==> src/rtl/poly_sampler_engine.sv <==
// poly_sampler_engine
// -------------------
// N-voice polyphonic sample-playback engine. On every sample_tick it reads one
// SRAM word per voice, sums the words in a widened accumulator, clamps the sum
// to the signed DATA_W range and presents it on audio_data with a one-cycle
// audio_valid pulse. Voice v follows key slot v of the keycode bus. A note is
// stored in its own 2**NOTE_SHIFT word region, and the SRAM address is
// {keycode, phase}. A note either stops after its last sample or loops
// back to phase 0 (LOOP).
//
// Ports
//   Clk           system clock
//   Reset         synchronous, active-high reset
//   init          clears voices, phases and key history (taken only when idle)
//   sample_tick   one-cycle strobe requesting the next audio sample
//   keycode       NUM_VOICES key slots, 8 bits each, 0 = no key
//   sram_data     SRAM read data, valid READ_LAT cycles after the address
//   sram_address  SRAM read address {key, phase}
//   sram_oe_n     SRAM output enable, active-low
//   audio_data    mixed and saturated sample, held between frames
//   audio_valid   one-cycle pulse when audio_data updates
//   busy          a frame is in progress
//   overrun       one-cycle pulse when a tick arrived while busy and was dropped
//   voice_active  per-voice playing flag

module poly_sampler_engine #(
  parameter int NUM_VOICES = 4,
  parameter int DATA_W     = 16,
  parameter int ADDR_W     = 20,
  parameter int NOTE_SHIFT = 12,
  parameter int NOTE_LEN   = 4096,
  parameter int READ_LAT   = 2,
  parameter int LOOP       = 0
) (
  input  logic                    Clk,
  input  logic                    Reset,
  input  logic                    init,
  input  logic                    sample_tick,
  input  logic [8*NUM_VOICES-1:0] keycode,
  input  logic [DATA_W-1:0]       sram_data,
  output logic [ADDR_W-1:0]       sram_address,
  output logic                    sram_oe_n,
  output logic [DATA_W-1:0]       audio_data,
  output logic                    audio_valid,
  output logic                    busy,
  output logic                    overrun,
  output logic [NUM_VOICES-1:0]   voice_active
);

  // Accumulator carries enough headroom for NUM_VOICES full-scale samples.
  localparam int ACC_W  = DATA_W + $clog2(NUM_VOICES);
  localparam int VIDX_W = (NUM_VOICES > 1) ? $clog2(NUM_VOICES) : 1;
  localparam int WCNT_W = $clog2(READ_LAT) + 1;

  localparam logic [NOTE_SHIFT-1:0] LAST_PHASE = NOTE_SHIFT'(NOTE_LEN - 1);
  localparam logic signed [ACC_W-1:0] SAT_MAX = ACC_W'({1'b0, {(DATA_W-1){1'b1}}});
  localparam logic signed [ACC_W-1:0] SAT_MIN = -SAT_MAX - ACC_W'(1);

  typedef enum logic [2:0] {
    IDLE,
    LOAD,
    ADDR,
    WAIT,
    SAT
  } state_t;

  state_t                                state_q, state_d;
  logic [VIDX_W-1:0]                     voice_q, voice_d;
  logic [WCNT_W-1:0]                     waitCnt_q, waitCnt_d;
  logic signed [ACC_W-1:0]               acc_q, acc_d;
  logic [NUM_VOICES-1:0][7:0]            keyHist_q, keyHist_d;
  logic [NUM_VOICES-1:0][NOTE_SHIFT-1:0] phase_q, phase_d;
  logic [NUM_VOICES-1:0]                 active_q, active_d;
  logic [DATA_W-1:0]                     audio_q, audio_d;
  logic                                  valid_q, valid_d;
  logic                                  overrun_q, overrun_d;

  logic signed [ACC_W-1:0]               sampleExt;
  logic [7:0]                            slotKey;

  // State register. Reset aborts any frame in progress, so no audio_valid
  // pulse can follow a reset.
  always_ff @(posedge Clk) begin
    if (Reset) begin
      state_q   <= IDLE;
      voice_q   <= '0;
      waitCnt_q <= '0;
      acc_q     <= '0;
      keyHist_q <= '0;
      phase_q   <= '0;
      active_q  <= '0;
      audio_q   <= '0;
      valid_q   <= 1'b0;
      overrun_q <= 1'b0;
    end else begin
      state_q   <= state_d;
      voice_q   <= voice_d;
      waitCnt_q <= waitCnt_d;
      acc_q     <= acc_d;
      keyHist_q <= keyHist_d;
      phase_q   <= phase_d;
      active_q  <= active_d;
      audio_q   <= audio_d;
      valid_q   <= valid_d;
      overrun_q <= overrun_d;
    end
  end

  // Frame sequencer. The key history doubles as the frame's keycode snapshot:
  // it is written in LOAD and only read back while the frame runs, so later
  // keycode changes cannot reach the addresses of the current frame.
  always_comb begin
    state_d   = state_q;
    voice_d   = voice_q;
    waitCnt_d = waitCnt_q;
    acc_d     = acc_q;
    keyHist_d = keyHist_q;
    phase_d   = phase_q;
    active_d  = active_q;
    audio_d   = audio_q;
    valid_d   = 1'b0;
    overrun_d = sample_tick && (state_q != IDLE);
    sampleExt = ACC_W'($signed(sram_data));
    slotKey   = '0;

    case (state_q)
      IDLE: begin
        if (init) begin
          active_d  = '0;
          phase_d   = '0;
          keyHist_d = '0;
        end
        if (sample_tick) begin
          state_d = LOAD;
        end
      end

      // A new nonzero key in a slot retriggers that voice from phase 0; a
      // released slot silences its voice; an unchanged key keeps playing.
      LOAD: begin
        for (int v = 0; v < NUM_VOICES; v++) begin
          slotKey = keycode[8*v +: 8];
          if (slotKey == 8'd0) begin
            active_d[v] = 1'b0;
          end else if (slotKey != keyHist_q[v]) begin
            active_d[v] = 1'b1;
            phase_d[v]  = '0;
          end
          keyHist_d[v] = slotKey;
        end
        acc_d   = '0;
        voice_d = '0;
        state_d = ADDR;
      end

      ADDR: begin
        waitCnt_d = WCNT_W'(1);
        state_d   = WAIT;
      end

      // The last WAIT cycle is the one on which sram_data answers the address
      // issued in ADDR. A one-shot note that reaches its final sample drops
      // out with its phase parked until the slot gets a new key.
      WAIT: begin
        if (waitCnt_q == WCNT_W'(READ_LAT)) begin
          if (active_q[voice_q]) begin
            acc_d = acc_q + sampleExt;
            if (phase_q[voice_q] == LAST_PHASE) begin
              if (LOOP != 0) begin
                phase_d[voice_q] = '0;
              end else begin
                active_d[voice_q] = 1'b0;
              end
            end else begin
              phase_d[voice_q] = phase_q[voice_q] + NOTE_SHIFT'(1);
            end
          end
          if (voice_q == VIDX_W'(NUM_VOICES - 1)) begin
            state_d = SAT;
          end else begin
            voice_d = voice_q + VIDX_W'(1);
            state_d = ADDR;
          end
        end else begin
          waitCnt_d = waitCnt_q + WCNT_W'(1);
        end
      end

      SAT: begin
        if (acc_q > SAT_MAX) begin
          audio_d = SAT_MAX[DATA_W-1:0];
        end else if (acc_q < SAT_MIN) begin
          audio_d = SAT_MIN[DATA_W-1:0];
        end else begin
          audio_d = acc_q[DATA_W-1:0];
        end
        valid_d = 1'b1;
        state_d = IDLE;
      end

      default: begin
        state_d = IDLE;
      end
    endcase
  end

  // SRAM interface. The address and enable stay stable from ADDR through the
  // WAIT cycles of a voice; an inactive voice still shows its address but
  // keeps the SRAM disabled.
  always_comb begin
    sram_address = '0;
    sram_oe_n    = 1'b1;
    if ((state_q == ADDR) || (state_q == WAIT)) begin
      sram_address = ADDR_W'({keyHist_q[voice_q], phase_q[voice_q]});
      sram_oe_n    = ~active_q[voice_q];
    end
  end

  assign audio_data   = audio_q;
  assign audio_valid  = valid_q;
  assign busy         = (state_q != IDLE);
  assign overrun      = overrun_q;
  assign voice_active = active_q;

endmodule
==> config.mk <==
export PLATFORM = sky130hd
export DESIGN_NAME = poly_sampler_engine
export DESIGN_NICKNAME = d
export VERILOG_FILES = /design/src/rtl/poly_sampler_engine.sv
export SDC_FILE = /design/constraint.sdc
export NUM_CORES = 1
export LEC_CHECK = 0
export ABC_CLOCK_PERIOD_IN_PS = 3200
export BUFFER_PORTS_ARGS = -buffer_cell sky130_fd_sc_hd__buf_4
export CORE_ASPECT_RATIO = 0.7
export CORE_MARGIN = 1.5
export CORE_UTILIZATION = 40
export CTS_CLUSTER_SIZE = 30
export DETAILED_ROUTE_END_ITERATION = 8
export GPL_TIMING_DRIVEN = 0
export PLACE_DENSITY = 0.55
export SLEW_MARGIN = 20
export SYNTH_ARGS = -nofsm -noshare
export SYNTH_HDL_FRONTEND = slang
export SYNTH_SLANG_ARGS = --single-unit
==> constraint.sdc <==
create_clock -name Clk -period 3.2 [get_ports Clk]
set_input_delay 0.32 -clock Clk [delete_from_list [all_inputs] [get_ports Clk]]
set_output_delay 0.32 -clock Clk [all_outputs]
set_load 0.02 [all_outputs]
* After elaboration in Yosys (flattened, before gate mapping)
Cells that the tools add are included.
Operators by class: $mul 0, bitwise logic cells 3, shift-type cells 0, divide/modulo/power cells 0, muxes and demuxes 56, add/sub/neg operators 4, eq/ne operators 31, magnitude comparators 4, reduce and logical (&&, ||, !) cells 26
Operators by type and width (number):
- $mux 48 | 4
- $pmux 48 s3 | 1
- $mux 12 | 10
- $pmux 32 s2 | 1
- $bwmux 48 | 1
- $mux 18 | 2
- $pmux 18 s2 | 1
- $logic_not 8->1 | 4
- $mux 16 | 2
- $mux 32 | 1
- $ne 8x8->1 | 4
- $ne 2x2->1 const B | 15
- $reduce_and 7->1 | 4
- $bmux 12 s2 | 1
- $demux 12 s2 | 1
- $reduce_and 6->1 | 4
- $mux 20 | 1
- $add 18x16->18 | 1
- $gt 18x16->1 const B | 1
- $lt 18x16->1 const B | 1
- $bmux 8 s2 | 1
- $mux 4 | 4
- $add 12x1->12 const B | 1
- $eq 12x12->1 const B | 1
- 28 further kinds | 57
Word-level totals: bits in read-only memories 0, bits of input ports 52, memories kept 0, bits in registers 127, latch bits 0, bits in writable memories 0

* Depth between registers and ports, before layout
depth after elaboration 10, depth in mapped cells 11, mapped depth without buffers 10

* Worst setup path before layout
OpenSTA, ideal clock, no wires.
path kind flip-flop to flip-flop, start point reg voice_q[0], end point reg phase_q[44] (netlist name), slack 0.583 ns, cell stages (with the launch flop) 11, library setup time 0.069 ns, clock period less this slack 2.617 ns, path buffers 2, data required time 3.131 ns, arrival 2.548 ns, path through dfxtp_1 buf_6 buf_6 mux4_2 ha_1 inv_1 nor4_2 a21oi_4 nand2_4 or3_4 o21ai_1
Between the ends: cells in the longest elaborated chain, start to end 9
Ends and longest elaborated chain:
- from (decl) | line 68 | logic [VIDX_W-1:0] voice_q, voice_d;
- from (signal assigned) | line 97 | voice_q <= voice_d;
- parallel branches: the longest is 9 deep, another holds $add 12x1->12
- to (signal assigned) | line 101 | phase_q <= phase_d;
- to (decl) | line 72 | logic [NUM_VOICES-1:0][NOTE_SHIFT-1:0] phase_q, phase_d;
Parallel ways; which one is timed is not known. The select of a mux whose other input is x is not followed. A chain may end at the register's enable or synchronous reset.

* Worst setup path in the final report
start point reg voice_q[0], end point reg phase_q[10] (netlist name)
The elaborated chain is that of the path after synthesis.

==> flow_summary.yaml <==
run_status:
  status: "finished, final reports clean"
timing:
  maxSlewHeadroom_pct: 45.72
  period_needed_ns: 3.019
  finalSetupViolations: 0
  hold_ws_ns: 0.1559
  tightestPinTransition_ns: 0.8112
  drv_slew: 0
  finalHoldViolations: 0
  rsz0062_at_grt: "false"
  max_freq_mhz: 331.3
  fin_skew_ns: 0.01257
  finalCritPeriodShare_pct: 94.33
die:
  boundaryPins: 96
  dieArea_um2: 18030
  std_cell_rows: 39
  design.core.area_um2: 16590
  start_util_pct: 41.51
  fp.dieH_um: 112.8
  die_x_um: 159.8
clock_network:
  cts_buffers: 17
  cts_sinks: 127
  clock_latency_ns: 0.43
  htreeDepth: 4
  clk_pin_slew_ns: 0.06
  root_buffer: "clkbuf_16"
  cts_tree: "yes"
  clk_path_buf_depth: 2
logic_synthesis:
  synth_fp_nets: 853
  synth_common_cells: "dfxtp_1 (127), nor2_1 (97), nand2_1 (62)"
  synth-warning-count: 0
  synth.avg_cell_area_um2: 8.863
  synthCells: 777
  seq_area_frac_synth_pct: 36.92
  synth_area_leaders: "dfxtp_1 (37%), mux4_2 (6.9%), xnor2_1 (6.0%), nor2_1 (5.3%), a22oi_1 (4.6%)"
  synth_top_area_share_pct: 36.92
  synth-edff-count: 0
  synth.largest_area_cell: "dfxtp_1"
  synth_ff_type: "dfxtp_1"
  synth-async-reset-ratio_pct: 0
  synth_area_um2: 6887
  synth.distinct_cells: 61
  synth_seq_cells: 127
  yosysMostFrequentCell: "dfxtp_1"
drt:
  drtPass1Iterations: 5
  wire_per_inst_um: 19.11
  vias: 6447
  first_iter_violations: 585
  remaining_drc_errors: 0
  vias_per_cell: 5.715
  ant_nets: 0
  routed_wl_um: 21560
placement:
  dp_cells: 1096
  place_congestion: 0.8754
  hpwl_um: 15910
  placed_cell_area_um2: 7874
  io_buffers: 94
global_routing:
  grt.overflow.total: 0
  antenna_found_initial: 0
  grt_pass1_vias: 6155
  grt_max_degree: 17
  track_usage_pct: 24.21
  grt_first_pass_wirelength_um: 33520
pwr:
  irDropWorstVdd_mv: 0.3032
  p_leak_nw: 3.218
  p_per_area_nw_per_um2: 493.9
critical_path:
  reg2reg_from: "voice_q[0]"
  worst_ep_required_time_ns: 3.52
  r2r_slack_ns: 0.18
  crit_type: "reg2reg"
  critical_path_buf_inv_count: 5
  crit_start: "voice_q[0]"
  cp_slowest_cell: "buf_1"
  path_common_cell: "buf_6"
  cp-end-kind: "register"
  max_stage_delay_ns: 0.55
  worst-r2r-cell-count: 9
  arrival_ns: 3.34
  crit_chain: "buf_6, buf_6, buf_1, inv_1, ha_1, o211ai_4, buf_2, nor3_1, a31o_2"
  r2r_end: "phase_q[10]"
  cp_max_fo: 10
  start_kind: "register"
  critPathTopFamily: "buffers and inverters"
hold_path:
  min_path_type: "in2reg"
  hold_end: "keyHist_q[11]"
  holdPathStages: 3
  hold_start: "keycode[11]"
cells_and_area:
  area_growth_pct: 23.58
  stdcell_count: 1128
  fin_nets: 967
  layout-drive-gt1-share_pct: 22.15
  design_area_um2: 8511
  fill_cells: 1591
  diodes: 0
run:
  maxCapViolations: 0
==> tightest hold or removal path, stage by stage <==
cell and delay [ns]:
buf_4 0.09, a22oi_1 0.06, nor2_1 0.07
==> state kept, by name (all words and copies together) (netlist names) <==
signal        flops
voice_active      4
keyHist_q        32
waitCnt_q         2
overrun           1
state_q           3
voice_q           2
phase_q          48
audio_data       16
acc_q            18
audio_valid       1
==> timing repair <==
action | CTS | global route
hold buffers | 0 | 0
pin swaps | 0 | 1
resized for setup | 1 | 3
buffers inserted | 0 | 1
endpoints found under the setup margin | 12 | 26
==> cell usage in the layout (no fill, tap or decap), types with 3 or more instances in the layout <==
| cell | instances |
|---|---|
| a21o_1 | 4 |
| a21oi_1 | 42 |
| a22o_1 | 6 |
| a22oi_1 | 42 |
| a31o_2 | 28 |
| and2_1 | 9 |
| and3_1 | 5 |
| buf_1 | 5 |
| buf_2 | 6 |
| buf_4 | 96 |
| bufinv_16 | 3 |
| clkbuf_1 | 28 |
| clkbuf_16 | 17 |
| clkbuf_8 | 3 |
| clkinv_2 | 3 |
| clkinvlp_4 | 3 |
| dfxtp_1 | 126 |
| ha_1 | 23 |
| inv_1 | 12 |
| mux2i_1 | 4 |
| mux4_2 | 21 |
| nand2_1 | 62 |
| nand3_1 | 26 |
| nand4_1 | 8 |
| nor2_1 | 97 |
| nor2b_1 | 23 |
| nor3_1 | 26 |
| nor4_1 | 4 |
| o211ai_4 | 3 |
| o21a_1 | 4 |
| o21ai_0 | 40 |
| o21ai_1 | 5 |
| o31ai_1 | 6 |
| or3_1 | 4 |
| or4_1 | 8 |
| xnor2_1 | 47 |
| xor2_1 | 8 |
==> through the flow <==
stage                     TNS (ns)  setup slack, ns  utilization, %  power [W]
after detailed placement   -0.3700         -0.08730           47.46   0.002209
final                            0           0.1813           51.30   0.004203
after floorplan                  0           0.5831               -   0.001988
after CTS                        0          0.06468           51.12   0.004209
after global placement    -0.07248         -0.02513           47.46   0.002203
after global routing             0          0.05000           51.30   0.004343
==> power breakdown <==
part           internal, W  switching (W)  total (W)
combinational     0.000199       0.000344   0.000543
clock              0.00128       0.000726    0.00200
sequential         0.00162      0.0000379    0.00166
total              0.00309        0.00111    0.00420
==> layer usage <==
metal  routed length (um)  vias to the layer above  GRT usage, %
met2                 9164                      232         36.36
met1                10510                     3121         34.53
met3                 1423                       34         4.252
met5                    0                        -             0
met4                  459                        0         9.657
li1                     -                     3060             -
==> cell type report <==
| type | instances | area [um2] | area share [%] |
|---|---|---|---|
| Multi-Input combinational cell | 594 | 4109 | 48.28 |
| Clock inverter | 10 | 136.4 | 1.602 |
| Sequential cell | 127 | 2544 | 29.89 |
| Inverter | 13 | 48.80 | 0.5734 |
| Timing Repair Buffer | 95 | 725.7 | 8.527 |
| Tap cell | 225 | 281.5 | 3.308 |
| Buffer | 43 | 195.2 | 2.293 |
| Clock buffer | 21 | 470.5 | 5.528 |
==> kinds of logic after synthesis <==
logic type / count (synthesis) / synth area share (%)
AOI/OAI and AO/OA: 199 / 20.13
xor gates and xnor gates: 55 / 6.995
adders and majority gates: 24 / 4.470
buffers and inverters: 56 / 3.488
DFF: 127 / 36.92
muxes: 26 / 7.613
and+or+nand+nor: 290 / 20.38
==> worst max-delay path by stage <==
stage                  endpoint  slack (ns)  cells past startpoint
floorplan           phase_q[44]        0.58                     10
finish              phase_q[10]        0.18                      9
detailed placement  phase_q[10]       -0.09                      8
global route        phase_q[10]        0.05                     12
CTS                 phase_q[10]        0.06                     10
global placement     phase_q[8]       -0.03                      8
No activity file was read; power rests on OpenSTA's default activity.
